**src/rtl/seg7_pkg.sv**
```systemverilog
// Shared definitions for the seven-segment scan controller.
//   - scan_state_e : two-state slot FSM encoding (ST_BLANK, ST_SHOW)
//   - SEG_BLANK    : all segments off (active-low)
//   - GLYPH        : 16-entry hex glyph table, {g,f,e,d,c,b,a}, active-low,
//                    lowercase b and d so they differ from 8 and 0
package seg7_pkg;

  typedef enum logic {
    ST_BLANK = 1'b0,
    ST_SHOW  = 1'b1
  } scan_state_e;

  localparam logic [6:0] SEG_BLANK = 7'h7F;

  localparam logic [6:0] GLYPH [16] = '{
    7'b1000000,  // 0
    7'b1111001,  // 1
    7'b0100100,  // 2
    7'b0110000,  // 3
    7'b0011001,  // 4
    7'b0010010,  // 5
    7'b0000010,  // 6
    7'b1111000,  // 7
    7'b0000000,  // 8
    7'b0010000,  // 9
    7'b0001000,  // A
    7'b0000011,  // b
    7'b1000110,  // C
    7'b0100001,  // d
    7'b0000110,  // E
    7'b0001110   // F
  };

endpackage

```
**src/rtl/hex_to_seg7.sv**
```systemverilog
// Combinational hex nibble -> active-low seven-segment decoder.
//   nibble : in  4  hex digit
//   seg    : out 7  {g,f,e,d,c,b,a}, active-low
module hex_to_seg7
  import seg7_pkg::*;
(
  input  logic [3:0] nibble,
  output logic [6:0] seg
);

  assign seg = GLYPH[nibble];

endmodule

```
**src/rtl/seven_seg_scan_ctrl.sv**
```systemverilog
// Scan controller for an N-digit multiplexed common-anode seven-segment display.
// Each digit gets an equal slot of CLK_DIV cycles; the first BLANK_CYCLES of every
// slot keep all anodes off to suppress ghosting. The displayed value is held in a
// shadow register that only changes on frame boundaries, so a frame never tears.
//
// Ports:
//   clk        in   system clock, rising edge
//   rst_n      in   asynchronous active-low reset
//   value      in   4*NUM_DIGITS hex nibbles, digit 0 rightmost
//   dp_in      in   decimal point per digit, 1 = lit
//   digit_en   in   per-digit enable, sampled live
//   load       in   1-cycle strobe capturing value/dp_in for the next frame
//   seg        out  {g,f,e,d,c,b,a}, active-low
//   dp         out  decimal point, active-low
//   an         out  anodes, active-low
//   frame_done out  pulse in the last cycle of the last digit slot
//
// Build option: define SEVSEG_LZB_EN for leading-zero blanking.
module seven_seg_scan_ctrl
  import seg7_pkg::*;
#(
  parameter int NUM_DIGITS   = 4,
  parameter int CLK_DIV      = 50000,
  parameter int BLANK_CYCLES = 16
) (
  input  logic                    clk,
  input  logic                    rst_n,
  input  logic [4*NUM_DIGITS-1:0] value,
  input  logic [NUM_DIGITS-1:0]   dp_in,
  input  logic [NUM_DIGITS-1:0]   digit_en,
  input  logic                    load,
  output logic [6:0]              seg,
  output logic                    dp,
  output logic [NUM_DIGITS-1:0]   an,
  output logic                    frame_done
);

  localparam int CW = $clog2(CLK_DIV);
  localparam int IW = $clog2(NUM_DIGITS);

  logic [CW-1:0] cnt;
  logic [IW-1:0] idx;
  scan_state_e   state_q, state_d;
  logic          slot_end, frame_end;

  assign slot_end  = (cnt == CW'(CLK_DIV - 1));
  assign frame_end = slot_end && (idx == IW'(NUM_DIGITS - 1));

  // Slot counter and digit index
  always_ff @(posedge clk or negedge rst_n) begin
    if (!rst_n) begin
      cnt <= '0;
      idx <= '0;
    end else if (slot_end) begin
      cnt <= '0;
      idx <= frame_end ? '0 : idx + 1'b1;
    end else begin
      cnt <= cnt + 1'b1;
    end
  end

  always_ff @(posedge clk or negedge rst_n) begin
    if (!rst_n) state_q <= ST_BLANK;
    else        state_q <= state_d;
  end

  always_comb begin
    state_d = state_q;
    case (state_q)
      ST_BLANK: if (cnt == CW'(BLANK_CYCLES - 1)) state_d = ST_SHOW;
      ST_SHOW:  if (slot_end) state_d = ST_BLANK;
      default:  state_d = ST_BLANK;
    endcase
  end

  // Staging / shadow double buffer. The swap is keyed off the registered
  // frame_done so a load seen alongside the frame_done pin takes the bypass.
  // That cycle is always in BLANK (BLANK_CYCLES >= 1), so the shadow is never
  // read while it changes.
  logic [4*NUM_DIGITS-1:0] stg_val, shd_val;
  logic [NUM_DIGITS-1:0]   stg_dp, shd_dp;
  logic                    pending;

  always_ff @(posedge clk or negedge rst_n) begin
    if (!rst_n) begin
      stg_val <= '0;
      stg_dp  <= '0;
      shd_val <= '0;
      shd_dp  <= '0;
      pending <= 1'b0;
    end else begin
      if (load) begin
        stg_val <= value;
        stg_dp  <= dp_in;
      end
      if (frame_done) begin
        if (load) begin
          shd_val <= value;
          shd_dp  <= dp_in;
          pending <= 1'b0;
        end else if (pending) begin
          shd_val <= stg_val;
          shd_dp  <= stg_dp;
          pending <= 1'b0;
        end
      end else if (load) begin
        pending <= 1'b1;
      end
    end
  end

  // Leading-zero mask: digit i set when it and every digit above it are zero.
  logic [NUM_DIGITS-1:0] lead_zero;
`ifdef SEVSEG_LZB_EN
  logic lz_run;
  always_comb begin
    lead_zero = '0;
    lz_run    = 1'b1;
    for (int i = NUM_DIGITS - 1; i >= 1; i--) begin
      lz_run       = lz_run && (shd_val[4*i +: 4] == 4'h0);
      lead_zero[i] = lz_run;
    end
  end
`else
  assign lead_zero = '0;
`endif

  logic [3:0] nib;
  logic [6:0] glyph;

  assign nib = shd_val[{idx, 2'b00} +: 4];

  hex_to_seg7 u_dec (
    .nibble (nib),
    .seg    (glyph)
  );

  logic [NUM_DIGITS-1:0] an_d;
  logic [6:0]            seg_d;
  logic                  dp_d;

  always_comb begin
    an_d  = '1;
    seg_d = SEG_BLANK;
    dp_d  = 1'b1;
    if (state_q == ST_SHOW) begin
      dp_d = ~shd_dp[idx];
      if (!lead_zero[idx]) begin
        seg_d = glyph;
        if (digit_en[idx]) an_d[idx] = 1'b0;
      end
    end
  end

  // Registered pins: they trail the counter/state by one cycle.
  always_ff @(posedge clk or negedge rst_n) begin
    if (!rst_n) begin
      an         <= '1;
      seg        <= SEG_BLANK;
      dp         <= 1'b1;
      frame_done <= 1'b0;
    end else begin
      an         <= an_d;
      seg        <= seg_d;
      dp         <= dp_d;
      frame_done <= frame_end;
    end
  end

endmodule
```
**config.mk**
```make
export PLATFORM = sky130hd
export DESIGN_NAME = seven_seg_scan_ctrl
export DESIGN_NICKNAME = d
export VERILOG_FILES = /design/src/rtl/seg7_pkg.sv /design/src/rtl/hex_to_seg7.sv /design/src/rtl/seven_seg_scan_ctrl.sv
export SDC_FILE = /design/constraint.sdc
export NUM_CORES = 1
export LEC_CHECK = 0
export CORE_ASPECT_RATIO = 0.9
export CORE_MARGIN = 10
export CORE_UTILIZATION = 30
export CTS_BUF_LIST = sky130_fd_sc_hd__clkbuf_16
export DETAILED_ROUTE_END_ITERATION = 7
export PLACE_DENSITY = 0.55
export RECOVER_POWER = 25
export SETUP_SLACK_MARGIN = 0.5
export SLEW_MARGIN = 40
export SYNTH_ARGS = -nofsm -noshare
export SYNTH_HDL_FRONTEND = slang
export SYNTH_SLANG_ARGS = --single-unit
```
**constraint.sdc**
```tcl
create_clock -name clk -period 1.9 [get_ports clk]
set_input_delay 0.57 -clock clk [delete_from_list [all_inputs] [get_ports clk]]
set_output_delay 0.57 -clock clk [all_outputs]
set_load 0.01 [all_outputs]
```
# --- Yosys cells after proc, flatten, opt, wreduce, memory -nomap -nowiden ---
# Memories as Yosys holds them, arrays and structs flattened.
# Cells that the tools add are included.
totals:
  reg_bits: 73
  latch_bits: 0
  mem_bits_rw: 0
  mem_bits_ro: 112
  input_bits: 27
  output_inout_bits: 13
  word_cells: 58
  memories: 1
memory_table:
  columns: ["name", "words", "word_bits", "read_ports", "rd_clocked_by_memory_dff", "write_ports", "line", "rtl"]
  rows:
  - ["(no name shown)", 16, 7, 1, 0, 0, "hex_to_seg7.sv:11", "assign seg = GLYPH[nibble];"]
op_classes:
  addsub: 2
  mul: 0
  div_mod_pow: 0
  magnitude_cmp: 3
  eq_ne: 3
  shifts: 1
  muxes: 27
  bitwise_logic: 4
  reduce_logical: 5
op_table:
  columns: ["cell", "count"]
  rows:
  - ["$mux 16", 3]
  - ["$mux 7", 4]
  - ["$mux 4", 5]
  - ["$add 16x1->16 const B", 1]
  - ["$eq 16x16->1 const B", 1]
  - ["$eq 16x4->1 const B", 1]
  - ["$shiftx 16x5->4", 1]
  - ["$mux 1", 9]
  - ["$bmux 1 s2", 3]
  - ["$ge 5x5->1 const B", 1]
  - ["$not 4->5", 1]
  - ["$not 4->4", 1]
  - ["$reduce_bool 2->1", 2]
  - ["$lt 2x3->1 const B", 1]
  - ["$add 2x1->2 const B", 1]
  - ["$demux 1 s2", 1]
  - ["$eq 2x2->1 const B", 1]
  - ["$ge 2x1->1 const B", 1]
  - ["$logic_and 1x1->1", 2]
  - ["$mux 2", 1]
  - ["$not 1->1", 2]
  - ["$pmux 1 s2", 1]
  - ["$reduce_and 2->1", 1]

# --- Logic depth before layout (Yosys ltp) ---
# Gate-level depths: netlist (run 1).
depth:
  word_depth: 8
  depth_mapped: 8
  depth_no_buf: 7

# --- Modules after synthesis ---
# From an unflattened synthesis (run 1), not the netlist that was laid out.
hier_totals:
  hier_cells: 246
  hier_area_um2: 3283.1
by_module_without_submodules:
  columns: ["module", "instances", "cells_per_inst", "area_per_inst_um2", "seq_area_each_um2"]
  rows:
  - ["seven_seg_scan_ctrl", 1, 213, 3014.1, 1841.8]
  - ["hex_to_seg7", 1, 33, 269.0, 0.0]

# --- Worst setup path before layout (run 1) ---
# OpenSTA, ideal clock, no wires.
synth_path:
  kind: "register to register"
  start: "register idx[0]"
  end: "register seg[6]"
  setup_time_ps: 109
  arrival_time_ps: 1812
  t_required_ps: 1791
  setup_slack_ps: -21
  stages_incl_launch_ff: 7
  path_buffers: 1
  period_less_slack_ps: 1921
  path_cell_list: "dfrtp_1 -> buf_2 -> mux4_2 -> ha_1 -> mux2_2 -> nand2_1 -> o311ai_0"
synth_between:
  elab_chain_cells: 7
  word_cells_on_any_way: 9
  cone_classes: "1 x shift; 6 x mux; 1 x bitwise; 1 x memory"
synth_lines:
  columns: ["element", "line", "rtl"]
  rows:
  - ["start, declared", "seven_seg_scan_ctrl.sv:42", "logic [IW-1:0] idx;"]
  - ["start signal, assigned", "seven_seg_scan_ctrl.sv:56", "idx <= frame_end ? '0 : idx + 1'b1;"]
  - ["$shiftx 16x5->4", "seven_seg_scan_ctrl.sv:131", "assign nib = shd_val[{idx, 2'b00} +: 4];"]
  - ["$not 4->5 (not written as such)", "hex_to_seg7.sv:11", null]
  - ["$mem_v2 16x7", null, null]
  - ["$mux 7 (not written as such) (2 in a row)", "hex_to_seg7.sv:11", null]
  - ["$mux 7 *", "seven_seg_scan_ctrl.sv:148", "if (!lead_zero[idx]) begin"]
  - ["$mux 7 *", "seven_seg_scan_ctrl.sv:146", "if (state_q == ST_SHOW) begin"]
  - ["named net seg_d[6]", "seven_seg_scan_ctrl.sv:139", "logic [6:0] seg_d;"]
  - ["end signal, assigned", "seven_seg_scan_ctrl.sv:164", "seg <= seg_d;"]
  - ["end, declared", "seven_seg_scan_ctrl.sv:32", "output logic [6:0] seg,"]
# Mark *: on every way through the listed nets, which the timed path passes. The rest lies on a longest branch. The select of a mux whose other input is x is not followed.
# A chain may end at the register's enable or synchronous reset.

# --- Final worst setup path (run 1) ---
# Ends and elaborated chain as after synthesis.

==> results of run 1 <==
## routing by layer
metal | GRT usage [%] | part of all wire (%) | up-vias
met1 | 12.6 | 45 | 1153
met3 | 3.84 | 5.6 | 4
li1 | - | - | 1048
met4 | 3.20 | 0.89 | 0
met5 | 0 | 0 | -
met2 | 16.0 | 49 | 42
## per-stage QoR
step           setup WS, ps  hold slack (ps)
2_1_floorplan          85.8              274
3_3_place_gp           -188              477
3_5_place_dp           -208              482
4_1_cts                31.2              209
5_1_grt               -31.2              459
6_report               34.5              393
## kinds of logic after synthesis
logic type,synth area share (%)
buffers and inverters,2.33
XOR/XNOR,3.54
adder cells (fa/ha/maj),4.27
flip-flops,57.2
multiplexers,20.2
AO/OA/AOI/OAI,3.26
AND/OR/NAND/NOR,9.21
## power by group
part / internal, mW / switching [mW]
registers: 1.60 / 0.0112
clock network: 1.28 / 0.642
logic: 0.100 / 0.0746
total: 2.98 / 0.727
## layout make-up
| cell class | instances | area (um2) | share of cell area, % |
|---|---|---|---|
| clock buffers | 9 | 225 | 4.65 |
| clock inverters | 7 | 118 | 2.43 |
| inverters | 8 | 37.5 | 0.775 |
| multi-input cells | 152 | 1630 | 33.5 |
| flip-flops and latches | 73 | 1850 | 38.2 |
| well taps | 129 | 161 | 3.33 |
| repair buffers | 88 | 826 | 17.0 |
## worst max-delay path, delay by kind of cell (launching register included)
kind	cells	cell delay (ps)
flops	1	460
mux	2	880
simple gates	1	80
fa+ha+maj	1	220
compound gates	1	120
## registers in the layout (all words and copies together), names as in the netlist
| name | flops |
|---|---|
| dp | 1 |
| shd_dp | 4 |
| stg_val | 16 |
| pending | 1 |
| idx | 2 |
| state_q | 1 |
| shd_val | 16 |
| stg_dp | 4 |
| cnt | 16 |
| frame_done | 1 |
| seg | 7 |
| an | 4 |
## cell usage after synthesis, types with 6 or more instances
cell type,n,share of area [%]
mux2_2,44,15
xor2_1,7,1.9
nand2_1,14,1.6
xnor2_1,6,1.6
inv_1,8,0.93
nor2_1,13,1.5
dfrtp_1,61,47
ha_1,11,4.3
dfstp_2,12,9.8
clkbuf_1,6,0.70
nand3_1,8,1.2
mux4_2,6,4.2
## final timing paths
| check | from | to | slack [ps] |
|---|---|---|---|
| setup reg to reg | idx[0]$_DFFE_PN0N_ | seg[6]$_DFF_PN1_ | 30 |
| setup / recovery | idx[0]$_DFFE_PN0N_ | seg[6]$_DFF_PN1_ | 30 |
| hold / removal | rst_n | shd_val[9]$_DFFE_PN0P_ | 390 |
| max in group asynchronous | rst_n | an[1]$_DFF_PN1_ | 370 |
| min in group clk | stg_val[10]$_DFFE_PN0P_ | stg_val[10]$_DFFE_PN0P_ | 490 |
| hold reg to reg | stg_val[10]$_DFFE_PN0P_ | stg_val[10]$_DFFE_PN0P_ | 490 |
## repair_timing
item	in CTS	in global routing
setup buffers	16	13
gates resized for setup	85	49
pin swaps	12	19
gates cloned	1	1
endpoints found under the setup margin	78	44
==> out/metrics.csv, run 1 <==
metric;value;unit
synthFlopType;dfrtp_1;
cts_hold_buf;0;
period_share;98.2;%
slowest_stage;mux4_2;
status;completed;
clockBufferDepth;2;
drv_cap;0;
timing.slew.headroom;32.1;%
antenna_cells;0;
path_clk_slew;60;ps
synth_edf_count;0;
ys_types;37;
final_cells;466;
syn_area;3220;um2
grt_use_total;10.2;%
place_congestion;0.772;
path_max_fanout;5;
wl_per_cell;16.9;um
period_needed;1870;ps
core_area;10400;um2
async_flop_share;100;%
fin_total_pwr;3.71;mW
chipWidth;129;um
vdd_drop_max;0.433;mV
cp_cell_sequence;mux4_2 > ha_4 > mux2_2 > nand2_1 > o311ai_2;
route.detailed.drc;0;
postSynthNetCount;281;
synth_seq_cells;73;
r2r_cells;5;
fin_skew;4.03;ps
tightest_slew;1020;ps
die_y;118;um
setup_violations;0;
final_cell_mix;dfrtp_1 (53), mux2_2 (43), buf_4 (35), clkdlybuf4s50_1 (24), buf_6 (21);
worstPathRequired;2120;ps
hp-class;in2async;
yosys_warnings;0;
dp_hpwl;4870;um
cts.sinks;73;
nets;370;
crit_path_start_kind;flip-flop;
antenna_found_initial;0;
clock.fmax;536;MHz
ios;40;
n_fill_cell;916;
leakagePower;2.11;nW
drv_slew;0;
power_density;766;nW/um2
final_area;4840;um2
cts_tree;yes;
crit_arrival;2090;ps
rsz0062_at_grt;yes;
drtAntennaViolNets;0;
drt_first_pass_iters;4;
hold_viol;0;
synthCells;243;
drive_gt1_share;56.7;%
dpl_cell_area;4000;um2
io_buffer_count;39;
wirelength;7870;um
grt_max_degree;35;
dieArea;15300;um2
cts_buffers;9;
drtIter0Drc;111;
rows;35;
tns;0;ps
cts-root-buf;clkbuf_16;
yosysSeqAreaShare;57.2;%
insertion_delay;330;ps
grt_pass1_wl;12400;um
gr-total-overflow;0;
start_util;31.0;%
dpl.cell_count;419;
vias;2247;
area.growth.synth_to_final;50.4;%
cp_slowest_stage_delay;630;ps
post-route-util;46.7;%
crit_type;reg2reg;
via_per_inst;4.82;
h-tree-depth;3;
end_kind;flip-flop;
grt_pass1_vias;2380;
synth.avg_cell_area;13.3;um2
mostFrequentLayoutCell;dfrtp_1;
(Power assumes the default switching activity.)
==> run 2: changes to the inputs <==
--- a/config.mk
+++ b/config.mk
@@ -10,6 +10,7 @@
 export CORE_UTILIZATION = 30
 export CTS_BUF_LIST = sky130_fd_sc_hd__clkbuf_16
 export DETAILED_ROUTE_END_ITERATION = 7
+export MAX_ROUTING_LAYER = met4
 export PLACE_DENSITY = 0.55
 export RECOVER_POWER = 25
 export SETUP_SLACK_MARGIN = 0.5
==> out/metrics.csv, run 2 (same netlist as run 1, synthesis figures left out) <==
metric;value;unit
status;completed;
r2r_cells;5;
rsz0062_at_grt;yes;
period_needed;1860;ps
drt_first_pass_iters;4;
timing.slew.headroom;32.2;%
path_clk_slew;60;ps
crit_arrival;2080;ps
top_regs;cnt (16), shd_val (16), stg_val (16);
tightest_slew;1020;ps
power_density;766;nW/um2
dpl.cell_count;419;
top_layer_used;met4;
clockBufferDepth;2;
io_buffer_count;39;
cts_buffers;9;
vdd_drop_max;0.435;mV
final_cell_mix;dfrtp_1 (53), mux2_2 (43), buf_4 (35), clkdlybuf4s50_1 (24), buf_6 (21);
leakagePower;2.11;nW
tns;0;ps
n_fill_cell;916;
vias;2261;
path_max_fanout;5;
antenna_found_initial;0;
via_per_inst;4.85;
dieArea;15300;um2
insertion_delay;330;ps
die_y;118;um
grt_pass1_wl;12400;um
drv_cap;0;
wl_met2;3790;um
route.detailed.drc;0;
antenna_cells;0;
multi_input_area;1630;um2
grt_pass1_vias;2382;
ios;40;
post-route-util;46.7;%
drtAntennaViolNets;0;
fin_skew;3.08;ps
nets;370;
drv_slew;0;
chipWidth;129;um
mostFrequentLayoutCell;dfrtp_1;
reg2reg_setup_slack;40;ps
crit_path_start_kind;flip-flop;
drtIter0Drc;129;
drive_gt1_share;56.7;%
dr_wl_met3;372;um
grt_use_total;10.5;%
dp_hpwl;4870;um
grt_max_degree;35;
rows;35;
cts_tree;yes;
cts-root-buf;clkbuf_16;
r2r-end;seg[6]$_DFF_PN1_;
fin_total_pwr;3.71;mW
worstPathRequired;2120;ps
wl_met1;3600;um
clock.fmax;537;MHz
period_share;98.1;%
cts.sinks;73;
setup_violations;0;
hp-class;in2async;
hold_viol;0;
h-tree-depth;3;
wirelength;7830;um
wl_per_cell;16.8;um
place_congestion;0.782;
area.growth.synth_to_final;50.4;%
end_kind;flip-flop;
gr-total-overflow;0;
seqCellArea;1850;um2
final_cells;466;
crit_type;reg2reg;
start_util;31.0;%
core_area;10400;um2
reg2reg_from;idx[0]$_DFFE_PN0N_;
-- run 2: cell counts in the layout (fill, tap and decap cells not counted) --
Identical to the previous run, type by type.
-- run 2: cell type report --
type                            count  share of cell area, %
Inverter                            8                  0.775
Clock buffer                        9                   4.65
Multi-Input combinational cell    152                   33.5
Timing Repair Buffer               88                   17.0
Clock inverter                      7                   2.43
Sequential cell                    73                   38.2
Tap cell                          129                   3.33
-- run 2: report_power, final --
| group | leakage (nW) | internal (mW) | total [mW] | switching (mW) |
|---|---|---|---|---|
| clock | 0.160 | 1.28 | 1.92 | 0.642 |
| sequential | 0.896 | 1.60 | 1.61 | 0.0112 |
| combinational | 1.05 | 0.100 | 0.175 | 0.0744 |
| total | 2.11 | 2.98 | 3.71 | 0.727 |
-- run 2: critical path: stages, from the launching register on --
cell and delay (ps):
dfrtp_2 460, mux4_2 630, ha_4 220, mux2_2 250
nand2_1 80, o311ai_2 120
-- run 2: through the flow --
| stage | setup slack (ps) | hold slack, ps | area, um2 |
|---|---|---|---|
| floorplan | 85.8 | 274 | 3350 |
| global placement | -188 | 477 | 4000 |
| detailed placement | -208 | 482 | 4000 |
| CTS | 31.2 | 209 | 4580 |
| global route | -31.2 | 459 | 4840 |
| finish | 36.2 | 393 | 4840 |
-- run 2: worst max-delay path by stage --
stage / to / slack [ps] / depth (start not counted) / start
2_1_floorplan: seg[3]$_DFF_PN1_ / 90 / 7 / idx[0]$_DFFE_PN0N_
3_3_place_gp: shd_dp[3]$_DFFE_PN0P_ / -190 / 4 / load
3_5_place_dp: shd_val[11]$_DFFE_PN0P_ / -210 / 4 / load
4_1_cts: seg[3]$_DFF_PN1_ / 30 / 6 / idx[0]$_DFFE_PN0N_
5_1_grt: seg[3]$_DFF_PN1_ / -30 / 6 / idx[0]$_DFFE_PN0N_
6_report: seg[6]$_DFF_PN1_ / 40 / 5 / idx[0]$_DFFE_PN0N_
-- run 2: per-layer routing --
| layer | vias up | track usage (%) |
|---|---|---|
| met5 | - | - |
| met2 | 43 | 16.0 |
| met4 | 0 | 3.20 |
| met3 | 4 | 3.44 |
| li1 | 1050 | - |
| met1 | 1164 | 12.8 |
-- run 2: repair_timing --
item / 4_1_cts / 5_1_grt
pin swaps: 12 / 19
gates resized for setup: 85 / 49
cloned: 1 / 1
hold buffers: 0 / 0
setup endpoints to repair: 78 / 44
buffers inserted: 16 / 13
